## src/rtl/mem_wb_skid.sv

```systemverilog
// MEM/WB stage with a two-entry skid buffer and registered write-back data select.
// Latency is one cycle. InReady drops only when both entries are held, so a one-cycle OutReady stall costs no bubble.
module mem_wb_skid #(
  parameter int DATA_W = 32,
  parameter int REG_W  = 5,
  parameter int MTR_W  = 2
) (
  input  logic              Clk,
  input  logic              Reset,
  input  logic              Flush,
  input  logic              InValid,
  output logic              InReady,
  input  logic [DATA_W-1:0] ALUResultIn,
  input  logic [DATA_W-1:0] ReadDataIn,
  input  logic [DATA_W-1:0] PCResultIn,
  input  logic [MTR_W-1:0]  MemtoRegIn,
  input  logic              RegWriteIn,
  input  logic [REG_W-1:0]  WriteRegIn,
  output logic              OutValid,
  input  logic              OutReady,
  output logic [DATA_W-1:0] ALUResultOut,
  output logic [DATA_W-1:0] ReadDataOut,
  output logic [DATA_W-1:0] PCResultOut,
  output logic [MTR_W-1:0]  MemtoRegOut,
  output logic              RegWriteOut,
  output logic [REG_W-1:0]  WriteRegOut,
  output logic [DATA_W-1:0] WriteDataOut,
  output logic              WbEnOut,
  output logic [1:0]        CountOut
);

  typedef enum logic [1:0] {EMPTY = 2'd0, ONE = 2'd1, FULL = 2'd2} count_t;

  typedef struct packed {
    logic [DATA_W-1:0] alu;
    logic [DATA_W-1:0] rdata;
    logic [DATA_W-1:0] pc;
    logic [MTR_W-1:0]  mtr;
    logic              regwrite;
    logic [REG_W-1:0]  wreg;
    logic [DATA_W-1:0] wdata;
  } entry_t;

  count_t count;
  entry_t head;
  entry_t skid;
  entry_t in_e;
  logic   accept;
  logic   fire;

  // Write data is resolved at load time so it travels with the entry through the skid slot.
  always_comb begin
    in_e          = '0;
    in_e.alu      = ALUResultIn;
    in_e.rdata    = ReadDataIn;
    in_e.pc       = PCResultIn;
    in_e.mtr      = MemtoRegIn;
    in_e.regwrite = RegWriteIn;
    in_e.wreg     = WriteRegIn;
    case (MemtoRegIn[1:0])
      2'b00:   in_e.wdata = ALUResultIn;
      2'b01:   in_e.wdata = ReadDataIn;
      2'b10:   in_e.wdata = PCResultIn;
      default: in_e.wdata = '0;
    endcase
  end

  assign InReady = (count != FULL);
  assign OutValid = (count != EMPTY);
  assign accept = InValid & InReady & ~Flush;
  assign fire = OutValid & OutReady;

  always_ff @(posedge Clk or posedge Reset) begin
    if (Reset) begin
      count <= EMPTY;
      head  <= '0;
      skid  <= '0;
    end else if (Flush) begin
      count         <= EMPTY;
      head.regwrite <= 1'b0;
    end else begin
      case (count)
        EMPTY: begin
          if (accept) begin
            head  <= in_e;
            count <= ONE;
          end
        end
        ONE: begin
          if (accept && fire) begin
            head <= in_e;
          end else if (accept) begin
            skid  <= in_e;
            count <= FULL;
          end else if (fire) begin
            head.regwrite <= 1'b0;
            count         <= EMPTY;
          end
        end
        FULL: begin
          if (fire) begin
            head  <= skid;
            count <= ONE;
          end
        end
        default: begin
          head.regwrite <= 1'b0;
          count         <= EMPTY;
        end
      endcase
    end
  end

  assign ALUResultOut = head.alu;
  assign ReadDataOut  = head.rdata;
  assign PCResultOut  = head.pc;
  assign MemtoRegOut  = head.mtr;
  assign RegWriteOut  = head.regwrite;
  assign WriteRegOut  = head.wreg;
  assign WriteDataOut = head.wdata;
  assign CountOut     = count;
  assign WbEnOut      = fire & head.regwrite & (head.wreg != '0);

endmodule

```

## config.mk

```make
export PLATFORM = sky130hd
export DESIGN_NAME = mem_wb_skid
export DESIGN_NICKNAME = d
export VERILOG_FILES = /design/src/rtl/mem_wb_skid.sv
export SDC_FILE = /design/constraint.sdc
export NUM_CORES = 1
export LEC_CHECK = 0
export ABC_AREA = 1
export CAP_MARGIN = 20
export CORE_ASPECT_RATIO = 1.2
export CORE_MARGIN = 1
export CORE_UTILIZATION = 35
export DETAILED_ROUTE_END_ITERATION = 10
export SLEW_MARGIN = 20
export SYNTH_ARGS = -nofsm -noshare
export SYNTH_HDL_FRONTEND = slang
export SYNTH_SLANG_ARGS = --single-unit
```

## constraint.sdc

```tcl
create_clock -name Clk -period 9.26 [get_ports Clk]
set_clock_uncertainty 0.05 [all_clocks]
set_input_delay 1.389 -clock Clk [delete_from_list [all_inputs] [get_ports Clk]]
set_output_delay 1.389 -clock Clk [all_outputs]
set_load 0.05 [all_outputs]
```

==> impl_metrics.env <==
export IMPL_rrSetupSlack_ps=5740
export IMPL_ir_drop_uv=171
export IMPL_dr_pass1_iters=5
export IMPL_netlist_area_sq_mm=0.0123
export IMPL_io_pins=250
export IMPL_overflow=0
export IMPL_initialDrtViolationCount=891
export IMPL_worst_path_max_delay_cell="clkdlybuf4s50_1"
export IMPL_cap_violations=0
export IMPL_min_period_over_period_pct=46.6
export IMPL_max_freq_mhz=232
export IMPL_num_rows=74
export IMPL_synth_top_area_share_pct=55.9
export IMPL_path_clk_slew_ps=60
export IMPL_cts_tree="yes"
export IMPL_crit_type="input pin to output pin"
export IMPL_die_y_um=207
export IMPL_syn_inst=1511
export IMPL_dp_hpwl_um=26300
export IMPL_grt_pass1_vias=9972
export IMPL_ys_ff_latch=274
export IMPL_final_layout_size_suffix_gt1_share_pct=3.88
export IMPL_cpMostUsedCell="clkdlybuf4s50_1"
export IMPL_viasPerCell=4.80
export IMPL_async_reset_ff_share_pct=100
export IMPL_gp_congestion=0.815
export IMPL_synth_ff_type="dfrtp_1"
export IMPL_num_fill_cells=3403
export IMPL_wire_per_inst_um=17.3
export IMPL_max_slew_margin_pct=28.1
export IMPL_cts_inserted_buffers=29
export IMPL_finalWirelength_um=37900
export IMPL_hold_violations=0
export IMPL_power_frac_clock_pct=24.4
export IMPL_path_max_fanout=4
export IMPL_die_w_um=173
export IMPL_design_area_sq_mm=0.0158
export IMPL_seq_area_frac_synth_pct=55.9
export IMPL_worst_ep_required_time_ps=7820
export IMPL_clock_sinks=274
export IMPL_final_max_slew_viol_count=0
export IMPL_placedInstanceArea_sq_mm=0.0149
export IMPL_cp_start_kind="input pin"
export IMPL_synth_top_area_cell="dfrtp_1"
export IMPL_yosysMostFrequentCell="nand2_1"
export IMPL_yosys_warnings=0
export IMPL_synth_enable_flop_cells=0
export IMPL_cpPeakStageDelay_ps=790
export IMPL_worstSkewPairLatency_ps=560
export IMPL_rsz0062_at_grt="no"
export IMPL_status="completed"
export IMPL_core_sq_mm=0.0343
export IMPL_setup_viol=0
export IMPL_cts_path_max_buffers=3
export IMPL_synth_nets=1620
export IMPL_tightest_slew_ps=1080
export IMPL_power_density_mw_per_mm2=295
export IMPL_leakagePower_nw=7.83
export IMPL_syn_to_final_growth_pct=29.1
export IMPL_portBuffers=249
export IMPL_die_area_sq_mm=0.0358
export IMPL_nets=1815
export IMPL_combPwrFrac_pct=36.3
export IMPL_htreeDepth=1
export IMPL_pwr_share_seq_pct=39.3
export IMPL_holdPathEnd="WriteDataOut[13]$_DFFE_PP0P_"
export IMPL_ctsRootBufferMaster="clkbuf_16"
export IMPL_grt_pass1_wl_um=58800
export IMPL_synthTopCellsByArea="dfrtp_1 56%, nand2_1 17%, o21ai_0 8.0%, o21ai_1 6.7%, inv_1 3.9%"
export IMPL_p_int_mw=2.82
export IMPL_num_vias=10500
export IMPL_grt_usage_pct=21.2
export IMPL_reg2reg_to="ReadDataOut[4]$_DFFE_PP0P_"
export IMPL_synth_area_per_cell_sq_um=8.11
export IMPL_worst_setup_path_end_kind="output pin"
export IMPL_arrival_ps=2870
export IMPL_start_util_pct=35.8
export IMPL_r2r_start="CountOut[0]$_DFFE_PP0P_"
export IMPL_post_cts_setup_buffer_count=0
export IMPL_synth_cell_types=24
export IMPL_period_needed_ps=4310
export IMPL_switching_power_mw=1.84
export IMPL_ctsResizeCount=0
export IMPL_switching_share_pct=39.5
export IMPL_antenna_found_initial=1
export IMPL_reg2regPathDepth=7
export IMPL_grt_max_degree=180
export IMPL_drc=0
export IMPL_crit_chain="clkdlybuf4s50_1, nand4_1, inv_1, clkdlybuf4s50_1"
export IMPL_ant_nets=0
export IMPL_holdBufCountCts=0
export IMPL_synthTopCellsByCount="570 x nand2_1, 274 x dfrtp_1, 195 x o21ai_0"
export IMPL_hp_start="WriteDataOut[13]$_DFFE_PP0P_"
export IMPL_tns_ps=0
export IMPL_hp_class="flop to flop"
export IMPL_holdPathStages=2
registers in the layout, indices dropped and copies added, names as in the netlist:
| register | count |
|---|---|
| RegWriteOut | 1 |
| ReadDataOut | 32 |
| WriteDataOut | 32 |
| MemtoRegOut | 2 |
| CountOut | 2 |
| WriteRegOut | 5 |
| ALUResultOut | 32 |
| skid | 136 |
| PCResultOut | 32 |
routing by layer:
| layer | GRT usage (%) | part of all wire (%) | vias up |
|---|---|---|---|
| met5 | 0 | 0 | - |
| met4 | 9.49 | 4.4 | 0 |
| met3 | 3.43 | 5.6 | 70 |
| met2 | 34.4 | 47 | 300 |
| met1 | 27.7 | 43 | 4931 |
| li1 | - | - | 5182 |
power groups by stage:
stage	clock network, mW	logic (mW)	registers [mW]
finish	1.14	1.70	1.83
detailed placement	0	1.71	1.85
CTS	1.16	1.71	1.83
floorplan	0	0.473	2.46
global placement	0	1.69	1.84
global route	1.21	1.83	1.89
critical path: cells and delay by family:
family / cells / cell delay, ps
buf+inv: 3 / 1370
simple gates: 1 / 110
cells by family after synthesis:
| kind of cell | share of synthesized area (%) |
|---|---|
| and+or+nand+nor | 20.0 |
| AOI/OAI and AO/OA | 15.7 |
| DFF | 55.9 |
| buffers and inverters | 8.37 |
metrics by stage:
step	hold slack, ps	utilization (%)	setup WS [ps]	total power, mW	cells
2_1_floorplan	392	-	269	2.93	1511
3_3_place_gp	412	43.4	4590	3.52	2130
3_5_place_dp	414	43.5	4520	3.56	2130
4_1_cts	431	46.1	4930	4.71	2184
5_1_grt	443	46.2	4890	4.92	2186
6_report	428	46.2	4950	4.67	2186
worst max-delay path by stage:
stage | startpoint | slack, ps | endpoint
5_1_grt | OutReady | 4890 | WbEnOut
3_5_place_dp | OutReady | 4520 | skid[83]$_DFFE_PP0P_
3_3_place_gp | OutReady | 4590 | skid[82]$_DFFE_PP0P_
4_1_cts | OutReady | 4930 | WbEnOut
6_report | OutReady | 4950 | WbEnOut
2_1_floorplan | Reset | 270 | ALUResultOut[0]$_DFFE_PP0P_
cell type report:
class                      count  area [sq um]  share of cell area [%]
clock inverter                12           114                   0.719
timing repair buffer         258          2580                    16.3
sequential                   274          6860                    43.3
antenna                        1          2.50                  0.0158
multi-input combinational   1013          4410                    27.9
clock buffer                  42           795                    5.02
tap                          456           571                    3.60
inverter                     130           500                    3.16
cell usage in the layout (no fill, tap or decap):
master,netlist,final
o21ai_1,165,165
diode_2,0,1
o211ai_1,14,14
nand2_2,2,1
clkinv_2,0,9
nand2_1,570,570
inv_1,127,126
buf_4,10,8
o21bai_1,1,1
nand4_1,1,1
nor2_1,36,34
or2_2,1,1
nor2_4,1,2
clkdlybuf4s50_1,0,249
bufinv_16,0,2
a31oi_1,1,1
inv_8,0,1
nand3_2,1,1
inv_6,0,2
buf_16,0,1
nand3_1,20,20
clkbuf_1,28,11
clkbuf_8,0,2
clkbuf_16,0,29
o21ai_0,195,195
nor3_1,1,1
nand2_8,0,2
nor2_2,3,4
inv_2,3,2
dfrtp_1,274,274
No activity file was read; power rests on OpenSTA's default activity.
